===== config.mk =====
export PLATFORM = sky130hd
export DESIGN_NAME = pe_ws_seq
export DESIGN_NICKNAME = d
export VERILOG_FILES = /design/src/rtl/pe_ws_seq_pkg.sv /design/src/rtl/pe_ws_seq_loop_cnt.sv /design/src/rtl/pe_ws_seq.sv
export SDC_FILE = /design/constraint.sdc
export NUM_CORES = 1
export LEC_CHECK = 0
export BUFFER_PORTS_ARGS = -buffer_cell sky130_fd_sc_hd__buf_4
export CORE_MARGIN = 2
export CORE_UTILIZATION = 45
export CTS_BUF_LIST = sky130_fd_sc_hd__clkbuf_8
export DETAILED_ROUTE_END_ITERATION = 8
export PLACE_DENSITY = 0.75
export SYNTH_ARGS = -nofsm -noshare
export SYNTH_HDL_FRONTEND = slang
export SYNTH_HIERARCHICAL = 1
export SYNTH_SLANG_ARGS = --single-unit

===== constraint.sdc =====
create_clock -name clk -period 6.6 [get_ports clk]
set_input_delay 1.98 -clock clk [delete_from_list [all_inputs] [get_ports clk]]
set_output_delay 1.98 -clock clk [all_outputs]
set_load 0.1 [all_outputs]

===== src/rtl/pe_ws_seq_pkg.sv =====
// Shared types for the weight-stationary PE loop-nest sequencer: FSM states,
// PE ctrl bit positions and the captured job descriptor.
package pe_ws_seq_pkg;

   typedef enum logic [1:0] {
      IDLE  = 2'd0,
      LOAD  = 2'd1,
      RUN   = 2'd2,
      DRAIN = 2'd3
   } state_t;

   localparam int CTRL_RD = 0;
   localparam int CTRL_TM = 3;
   localparam int CTRL_TK = 5;
   localparam int CTRL_TN = 7;

   // Descriptor field width; the sequencer's CNT_WIDTH is expected to match.
   localparam int DESC_W = 8;

   typedef struct packed {
      logic [DESC_W-1:0] len;
      logic [DESC_W-1:0] n;
      logic [DESC_W-1:0] k;
      logic [DESC_W-1:0] m;
   } desc_t;

endpackage


===== src/rtl/pe_ws_seq_loop_cnt.sv =====
// Wrap counter for one level of the loop nest: counts 0..bound-1 on en and
// flags the final value so the next level can be enabled.
module pe_loop_cnt #(
   parameter int W = 8
) (
   input  logic         clk,
   input  logic         rst,
   input  logic         clr,
   input  logic         en,
   input  logic [W-1:0] bound,
   output logic [W-1:0] value,
   output logic         last
);

   assign last = (value == (bound - W'(1)));

   always_ff @(posedge clk) begin
      if (rst || clr) begin
         value <= '0;
      end else if (en) begin
         value <= last ? '0 : value + W'(1);
      end
   end

endmodule


===== src/rtl/pe_ws_seq.sv =====
// Loop-nest sequencer for one weight-stationary PE: loads the weight scratchpad,
// issues ctrl words with rewind flags, drains the MAC pipe and pulses done.
// Optional perf counters are built when PE_WS_SEQ_PERF_EN is defined.
//
// state | meaning
// IDLE  | waiting for a job descriptor, cfg_ready high
// LOAD  | streaming L*K weights into the PE scratchpad
// RUN   | issuing ctrl words, stalling while iact_valid is low
// DRAIN | letting the MAC pipeline empty before done
module pe_ws_seq
   import pe_ws_seq_pkg::*;
#(
   parameter int OP_WIDTH   = 8,
   parameter int CTRL_WIDTH = 9,
   parameter int ADDR_WIDTH = 10,
   parameter int CNT_WIDTH  = DESC_W,
   parameter int MAC_LAT    = 1
) (
   input  logic                  clk,
   input  logic                  rst,
   input  logic                  cfg_valid,
   output logic                  cfg_ready,
   input  logic [CNT_WIDTH-1:0]  cfg_len,
   input  logic [CNT_WIDTH-1:0]  cfg_n,
   input  logic [CNT_WIDTH-1:0]  cfg_k,
   input  logic [CNT_WIDTH-1:0]  cfg_m,
   output logic                  cfg_err,
   input  logic                  w_valid,
   input  logic [OP_WIDTH-1:0]   w_data,
   output logic                  w_ready,
   output logic                  wctrl,
   output logic [OP_WIDTH-1:0]   weight,
   input  logic                  iact_valid,
   output logic                  iact_take,
   output logic [CTRL_WIDTH-1:0] ctrl,
   output logic                  busy,
   output logic                  done
`ifdef PE_WS_SEQ_PERF_EN
   ,
   output logic [31:0]           perf_issue,
   output logic [31:0]           perf_stall
`endif
);

   localparam int PW = 2 * CNT_WIDTH;
   localparam int CW = (PW > ADDR_WIDTH + 1) ? PW : ADDR_WIDTH + 1;
   localparam int DW = (MAC_LAT > 1) ? $clog2(MAC_LAT) : 1;

   state_t                 state;
   desc_t                  desc;
   logic [PW-1:0]          load_rem;
   logic [DW-1:0]          drain_rem;
   logic [4*CNT_WIDTH-1:0] loop_end;
   logic [4*CNT_WIDTH-1:0] loop_pos;

   logic                   cfg_hs;
   logic                   cfg_bad;
   logic [PW-1:0]          cfg_prod;
   logic [CW-1:0]          prod_ext;
   logic                   issue;
   logic                   final_issue;
   logic                   en_n, en_k, en_m;
   logic [CNT_WIDTH-1:0]   i_val, n_val, k_val, m_val;
   logic                   i_last, n_last, k_last, m_last;

   assign cfg_ready = (state == IDLE);
   assign busy      = (state != IDLE);
   assign w_ready   = (state == LOAD);

   assign cfg_hs   = cfg_valid && cfg_ready;
   assign cfg_prod = PW'(cfg_len) * PW'(cfg_k);
   assign prod_ext = CW'(cfg_prod);
   assign cfg_bad  = (cfg_len == '0) || (cfg_n == '0) || (cfg_k == '0) || (cfg_m == '0)
                     || (prod_ext > (CW'(1) << ADDR_WIDTH));

   assign wctrl  = w_valid && w_ready;
   assign weight = wctrl ? w_data : '0;

   assign issue       = (state == RUN) && iact_valid;
   assign en_n        = issue && i_last;
   assign en_k        = en_n && n_last;
   assign en_m        = en_k && k_last;
   assign loop_pos    = {m_val, k_val, n_val, i_val};
   assign final_issue = issue && (loop_pos == loop_end);

   pe_loop_cnt #(.W(CNT_WIDTH)) u_cnt_i (
      .clk(clk), .rst(rst), .clr(cfg_hs), .en(issue),
      .bound(desc.len), .value(i_val), .last(i_last)
   );
   pe_loop_cnt #(.W(CNT_WIDTH)) u_cnt_n (
      .clk(clk), .rst(rst), .clr(cfg_hs), .en(en_n),
      .bound(desc.n), .value(n_val), .last(n_last)
   );
   pe_loop_cnt #(.W(CNT_WIDTH)) u_cnt_k (
      .clk(clk), .rst(rst), .clr(cfg_hs), .en(en_k),
      .bound(desc.k), .value(k_val), .last(k_last)
   );
   pe_loop_cnt #(.W(CNT_WIDTH)) u_cnt_m (
      .clk(clk), .rst(rst), .clr(cfg_hs), .en(en_m),
      .bound(desc.m), .value(m_val), .last(m_last)
   );

   // Flag priority: row reuse rewinds first, then row advance, then full rewind.
   always_comb begin
      ctrl = '0;
      if (issue) begin
         ctrl[CTRL_RD] = 1'b1;
         if (i_last) begin
            if (!n_last)      ctrl[CTRL_TN] = 1'b1;
            else if (!k_last) ctrl[CTRL_TK] = 1'b1;
            else              ctrl[CTRL_TM] = 1'b1;
         end
      end
   end

   assign iact_take = ctrl[CTRL_RD];

   always_ff @(posedge clk) begin
      if (rst) begin
         state     <= IDLE;
         desc      <= '0;
         loop_end  <= '0;
         load_rem  <= '0;
         drain_rem <= '0;
         done      <= 1'b0;
         cfg_err   <= 1'b0;
      end else begin
         done    <= 1'b0;
         cfg_err <= 1'b0;
         unique case (state)
            IDLE: begin
               if (cfg_hs) begin
                  desc     <= '{len: cfg_len, n: cfg_n, k: cfg_k, m: cfg_m};
                  loop_end <= {cfg_m - CNT_WIDTH'(1), cfg_k - CNT_WIDTH'(1),
                               cfg_n - CNT_WIDTH'(1), cfg_len - CNT_WIDTH'(1)};
                  if (cfg_bad) begin
                     cfg_err <= 1'b1;
                  end else begin
                     load_rem <= cfg_prod - PW'(1);
                     state    <= LOAD;
                  end
               end
            end
            LOAD: begin
               if (wctrl) begin
                  if (load_rem == '0) state <= RUN;
                  else                load_rem <= load_rem - PW'(1);
               end
            end
            RUN: begin
               if (final_issue) begin
                  drain_rem <= DW'(MAC_LAT - 1);
                  state     <= DRAIN;
               end
            end
            DRAIN: begin
               if (drain_rem == '0) begin
                  done  <= 1'b1;
                  state <= IDLE;
               end else begin
                  drain_rem <= drain_rem - DW'(1);
               end
            end
            default: state <= IDLE;
         endcase
      end
   end

`ifdef PE_WS_SEQ_PERF_EN
   logic stall;
   assign stall = (state == RUN) && !iact_valid;

   always_ff @(posedge clk) begin
      if (rst || cfg_hs) begin
         perf_issue <= '0;
         perf_stall <= '0;
      end else begin
         if (issue && (perf_issue != '1)) perf_issue <= perf_issue + 32'd1;
         if (stall && (perf_stall != '1)) perf_stall <= perf_stall + 32'd1;
      end
   end
`endif

endmodule


==> results of run 1 <==
[cells by family after synthesis]
| group | count (synthesis) |
|---|---|
| simple gates | 504 |
| compound gates | 210 |
| buf+inv | 141 |
| xor+xnor | 135 |
| flops | 116 |
| fa+ha+maj | 93 |
| mux | 10 |
| other cells | 1 |
[metal layers]
layer | share of wire [%] | track usage (%)
met1 | 44 | 28.34
met2 | 50 | 37.81
met3 | 4.2 | 4.247
met4 | 1.6 | 6.495
met5 | 0 | 0
[cells in the mapped netlist (7+ instances only)]
cell type  instances
ha_1              57
fa_1              36
nor2b_1           11
o211ai_1          15
nor4_1            18
clkbuf_1          40
nand2_1          150
o21ai_0           25
mux2i_1            8
nor3_1            26
inv_1             77
nand2b_1          20
nand4_1           27
buf_4              7
and3_1            16
xnor2_1           84
o22ai_1            9
dfxtp_1          116
a21oi_1           60
nor3b_1           14
nor2_1           114
nand3_1           18
xor2_1            51
or3_1              7
and2_1            53
a211oi_1          37
[critical path, stage by stage]
cell       delay, ns
buf_4           0.15
and2_4          0.15
fa_1            0.47
fa_1            0.53
fa_1            0.50
inv_1           0.05
fa_1            0.50
inv_2           0.05
ha_4            0.21
a21o_4          0.20
a31o_1          0.23
or4_4           0.54
a2111oi_4       0.45
nand4_4         0.16
a21oi_4         0.27
buf_6           0.14
mux2i_1         0.20
nor2_1          0.06
[power by group through the flow]
stage | Clock (mW) | Sequential (mW) | Combinational (mW)
4_1_cts | 0.628 | 0.872 | 2.30
2_1_floorplan | 0 | 0.873 | 1.56
6_report | 0.621 | 0.875 | 2.36
5_1_grt | 0.665 | 0.887 | 2.60
3_5_place_dp | 0 | 0.888 | 2.29
3_3_place_gp | 0 | 0.885 | 2.25
[stage by stage]
stage / cells / setup TNS (ns) / hold slack, ns / area [sq um] / util [%]
6_report: 1613 / 0 / 0.4778 / 11440 / 54.08
5_1_grt: 1613 / -0.09793 / 0.5066 / 11440 / 54.08
4_1_cts: 1610 / 0 / 0.4791 / 11370 / 53.77
3_5_place_dp: 1578 / -3.785 / 0.4666 / 11010 / 52.04
3_3_place_gp: 1578 / -3.023 / 0.4544 / 11010 / 52.04
2_1_floorplan: 1214 / -0.2276 / 0.4399 / 9951 / -
[area by class of cell]
class	instances	area, sq um	share of cell area, %
Tap cell	275	344.1	3.008
Inverter	78	292.8	2.559
Clock inverter	14	117.6	1.028
Multi-Input combinational cell	957	6933	60.60
Clock buffer	18	247.7	2.166
Timing Repair Buffer	155	1182	10.34
Sequential cell	116	2322	20.30
[path summary, 6_finish.rpt]
| kind | endpoint | from | slack [ns] | cells after the start |
|---|---|---|---|---|
| max | load_rem[0] | cfg_k[4] | 0.11 | 18 |
| min | desc[15] | desc[15] | 0.48 | 2 |
| max reg2reg | u_cnt_m/value[7] | desc[24] | 3.04 | 13 |
| min reg2reg | desc[15] | desc[15] | 0.48 | 2 |
[flip-flops by register name (all words and copies together), names as in the netlist, 2 cells and up]
signal,flops
u_cnt_k/value,8
state,2
u_cnt_i/value,8
desc,32
load_rem,16
u_cnt_n/value,8
u_cnt_m/value,8
loop_end,32
[what timing repair did]
| item | 4_1_cts | 5_1_grt |
|---|---|---|
| resized for setup | 0 | 14 |
| buffers inserted | 0 | 3 |
| endpoints found under the setup margin | 0 | 10 |
==> metrics.md, run 1 <==
| Metric | Value |
|---|---|
| PwrDens | `336.9 nW/um^2` |
| Fin crit share | `98.37%` |
| Compound-Gate Fraction of Synth Area | `15.43%` |
| Most used DFF post-synth | `dfxtp_1` |
| Mux cell area share after synthesis | `1.052%` |
| Fillers | `1,934` |
| Die height | `151.2 um` |
| Most frequent cells in the layout | `buf_4 (150), nand2_1 (146), dfxtp_1 (116)` |
| Critical Path AT | `6.82 ns` |
| Hold buffers post-CTS | `0` |
| Synthesis Warnings | `6` |
| H-tree depth | `4` |
| Starting DRT DRC Count | `571` |
| Final setup margin | `0.1079 ns` |
| CTS tree | `yes` |
| Post-synth cell types | `76` |
| N_diodes | `0` |
| Hpwl dp | `18.94 mm` |
| Required @ worst endpoint | `6.93 ns` |
| Register bit total from synthesis | `116` |
| DRC viols | `0` |
| Post-layout min period | `6.492 ns` |
| Seq/Total Area, Yosys | `23.82%` |
| Top cells by area, synth | `dfxtp_1 (24%), xnor2_1 (7.5%), fa_1 (7.4%)` |
| Final Hold Fails | `0` |
| Worst-margin pin slew | `0.8868 ns` |
| Nets@finish | `1,463` |
| IO Count | `69` |
| Switching Share | `44.52%` |
| Hold WC Path Type | `reg -> reg` |
| Initial DRT Pass Iterations | `5` |
| Mapped Cells | `1,210` |
| CP max FO | `8` |
| XOR/XNOR Fraction of Synth Area | `12.13%` |
| Num Clock Sinks | `116` |
| CTS clk-pin slew, worst paths | `0.09 ns` |
| Switching pwr | `1.716 mW` |
| Synthesis-to-layout area growth | `17.35%` |
| Cell taking the most area after synthesis | `dfxtp_1` |
| EDFF count, synth | `0` |
| RSZ-0062 raised after global routing | `true` |
| Fmax | `154.0 MHz` |
| Worst-Skew Late Latency | `0.45 ns` |
| Syn Area/Cell | `8.056 sq um` |
| Number of global-route vias before repair | `8,274` |
| Int Power | `2.139 mW` |
| Clock Power Share | `16.1%` |
| Die ar. | `22,860 sq um` |
| Remaining global-route overflow | `0` |
| Pre-CTS setup slack | `-0.3000 ns` |
| Slew Viols, Final | `0` |
| Status | `finished clean` |
| Most common cell after layout, fill and taps aside | `buf_4` |
| Asr flop ratio synth | `0%` |
| Layout cells sized above 1 | `19.21%` |
| Cell Area, Synth | `9748 sq um` |
| Simple-gate share of the synthesized area | `26.47%` |
| First-pass GRT wire length | `40.60 mm` |
| Max_slew headroom | `40.11%` |
| Largest net degree at the start of global routing | `78` |
| Final setup vio count | `0` |
| Routed wire per std cell | `15.33 um` |
| # rows | `53` |
| Reg power frac | `22.7%` |
| Core area | `21,150 sq um` |
| GP Congestion | `0.9207` |
| Adder-cell share of the synthesized area | `14.71%` |
| Clock Tree Buf Depth | `2` |
| Routed WL | `24.73 mm` |
| Layout Skew | `0.01543 ns` |
| Post-DRT Antenna Nets | `0` |
| Largest family of logic cells by synthesized area | `simple AND/OR/NAND/NOR gates` |
| IO Port Bufs | `63` |
| Worst IR drop on VDD | `0.0003474 V` |
| Overall die width | `151.2 um` |
| Vias per cell | `5.402` |
| Combinational group share of total power | `61.2%` |
| Total number of vias | `8,714` |
| Leakage | `4.775 nW` |
| Startpoint Class | `input port` |
| Initial antenna violation count | `0` |
| CTS Buf Count | `17` |
| Max-cap viol count | `0` |
| Final total power | `3.854 mW` |
| Global-route usage over all layers | `22.13%` |
| WS Path Type | `in -> reg` |
| Root Driver | `clkbuf_8` |
| Yosys top cell area share | `23.82%` |
| Worst Setup End Kind | `flip-flop` |
| Initial Util | `46.08%` |
Note: power is estimated with default switching activity, not from simulation.
==> run 2, diff against run 1 <==
- CORE_ASPECT_RATIO: default -> 1.5
==> run 2 against run 1 <==
Compared with the run above: via count rose by 1.8%; critical endpoint unchanged; sequential share of layout area fell by 0.10 points; final area rose by 0.50%; clock power rose by 9.0%; largest cell class unchanged; critical path type unchanged; highest routed layer unchanged.
==> metrics.md, run 2 (synthesized netlist as in run 1, its figures left out) <==
| Metric | Value |
|---|---|
| Max_slew headroom | `40.08% (about the same)` |
| Worst Setup End Kind | `flip-flop` |
| FF/Latch Area | `2322 sq um (unchanged)` |
| Layout cells sized above 1 | `19.18% (-0.029 points)` |
| Die ar. | `22,880 sq um (+0.11%)` |
| Worst IR drop on VDD | `0.0002504 V (-28%)` |
| Final Hold Fails | `0 (unchanged)` |
| Total number of vias | `8,870 (+1.8%)` |
| Leakage | `4.824 nW (+1.0%)` |
| Number of global-route vias before repair | `8,624 (+4.2%)` |
| Initial Util | `45.40% (-0.68 points)` |
| Final core utilization | `53.55% (-0.53 points)` |
| Global-route usage over all layers | `22.97% (+0.84 points)` |
| Clock Tree Buf Depth | `2 (unchanged)` |
| R2r startpoint | `desc[24]` |
| Remaining global-route overflow | `0 (unchanged)` |
| WS Path Type | `in -> reg` |
| Initial antenna violation count | `0 (unchanged)` |
| Setup TNS | `0 ns (unchanged)` |
| Hpwl dp | `19.76 mm (+4.4%)` |
| CTS tree | `yes` |
| Worst Setup SP | `cfg_k[2]` |
| Number of cells on the critical path | `18 (unchanged)` |
| Overall die width | `124.2 um (-18%)` |
| R2R cell count | `13 (unchanged)` |
| PwrDens | `343.4 nW/um^2 (+1.9%)` |
| IO Port Bufs | `63 (unchanged)` |
| Root Driver | `clkbuf_8` |
| Core area | `21,470 sq um (+1.5%)` |
| Die height | `184.3 um (+22%)` |
| Routed wire per std cell | `15.71 um (+2.5%)` |
| Startpoint Class | `input port` |
| Nets@finish | `1,466 (+0.21%)` |
| CP max FO | `6 (-2)` |
| Post-layout min period | `6.488 ns (-0.004341 ns)` |
| CTS Buf Count | `17 (unchanged)` |
| CTS clk-pin slew, worst paths | `0.07 ns (-0.02 ns)` |
| Dpl cell area | `11,030 sq um (+0.17%)` |
| Worst-margin pin slew | `0.8872 ns (+0.0004079 ns)` |
| Non-filler cells, final | `1,612 (-0.062%)` |
| First-pass GRT wire length | `41.61 mm (+2.5%)` |
| Initial DRT Pass Iterations | `4 (-1)` |
| Largest net degree at the start of global routing | `56 (-28%)` |
| CP cell instances | `buf_4 -> and2_4 -> fa_1 -> fa_1 -> fa_1 -> inv_2 -> fa_1 -> inv_2 -> ha_4 -> a21o_4 -> a31o_1 -> or4_4 -> a2111oi_4 -> nand4_4 -> a21oi_4 -> buf_4 -> mux2i_1 -> nor2_1` |
| RSZ-0062 raised after global routing | `true` |
| Slew Viols, Final | `0 (unchanged)` |
| Max-cap viol count | `0 (unchanged)` |
| Placed insts | `1,578 (unchanged)` |
| Multi-input logic area | `6947 sq um (+0.20%)` |
| Hold WC Path Type | `reg -> reg` |
| Most common cell after layout, fill and taps aside | `buf_4` |
| Num Clock Sinks | `116 (unchanged)` |
| Critical-path top delay cell | `or4_4` |
| Fmax | `154.1 MHz (about the same)` |
| Layout Skew | `0.01745 ns (+0.002020 ns)` |
| Hold path startpoint | `desc[15]` |
| DRC viols | `0 (unchanged)` |
| Critical Path AT | `6.80 ns (-0.02 ns)` |
| Most frequent cells in the layout | `buf_4 (156), nand2_1 (148), dfxtp_1 (116)` |
| Vias per cell | `5.502 (+1.9%)` |
| N_diodes | `0 (unchanged)` |
| Crit-path leading delay family | `adder cells` |
| Final setup vio count | `0 (unchanged)` |
| Fin crit share | `98.30% (about the same)` |
| Worst Path Buf+Inv | `4 (unchanged)` |
| Synthesis-to-layout area growth | `17.94%` |
| Routed WL | `25.33 mm (+2.4%)` |
| Final instance area | `11,500 sq um (+0.50%)` |
| Worst-Skew Late Latency | `0.46 ns (about the same)` |
| Fillers | `1,998 (+3.3%)` |
| Status | `finished clean` |
| Post-DRT Antenna Nets | `0 (unchanged)` |
| # rows | `66 (+25%)` |
| Top flop regs | `desc x32, loop_end x32, load_rem x16` |
| Starting DRT DRC Count | `556 (-2.6%)` |
| Required @ worst endpoint | `6.91 ns (-0.02 ns)` |
| Most frequent cell on the critical path | `fa_1` |
| H-tree depth | `4 (unchanged)` |
| Crit path largest cell delay | `0.54 ns (about the same)` |
| IO Count | `69 (unchanged)` |
| Hold Path Stages | `2 (unchanged)` |
| GP Congestion | `0.9175 (-0.35%)` |
[run 2: cell types whose count changed in the layout (fill, tap and decap cells not counted), moves of 3 or more]
cell	change
inv_6	-7
buf_6	-3
bufinv_16	+3
buf_4	+6
inv_1	+3
[run 2: repair_timing]
action                                  CTS  global route
endpoints found under the setup margin    0            16
hold buffers                              0             0
setup buffers                             0             3
resized for setup                         0            12
[run 2: cell type report]
class | instances | area share, %
Inverter | 78 | 2.547
Clock buffer | 19 | 2.274
Tap cell | 272 | 2.960
Timing Repair Buffer | 158 | 10.38
Multi-Input combinational cell | 957 | 60.42
Sequential cell | 116 | 20.20
Clock inverter | 12 | 1.219
[run 2: power by group]
group	switching [mW]	internal, mW
combinational	1.31	1.09
sequential	0.0886	0.784
clock	0.292	0.385
[run 2: layer usage]
layer,vias up,track usage (%),share of wire (%)
met3,72,3.373,3.2
li1,4356,-,-
met1,4241,24.90,38
met5,-,0,0
met2,201,42.47,55
met4,0,11.28,4.1
[run 2: worst reg2reg max path: stages, from the launching register on]
cell and delay (ns):
dfxtp_1 0.47, inv_1 0.08, ha_1 0.29, o21bai_1 0.19
a211oi_1 0.29, o21bai_2 0.11, a211oi_2 0.41, and3_1 0.50
and3_1 0.42, nand4_1 0.20, nor2_1 0.21, nand3_1 0.12
xor2_1 0.16, nor2_1 0.10
[run 2: final timing paths]
kind              slack, ns          endpoint
hold / removal         0.47          desc[15]
hold reg to reg        0.47          desc[15]
setup reg to reg       3.00  u_cnt_m/value[7]
setup / recovery       0.11       load_rem[0]
[run 2: metrics by stage]
stage                     hold slack, ns  total power [mW]  worst slack, ns
after global routing              0.4837             4.228         -0.02595
final                             0.4689             3.949           0.1122
after CTS                         0.4699             3.886          0.06566
after global placement            0.4544             3.161          -0.2932
after floorplan                   0.4399             2.437         -0.08843
after detailed placement          0.4592             3.200          -0.3877
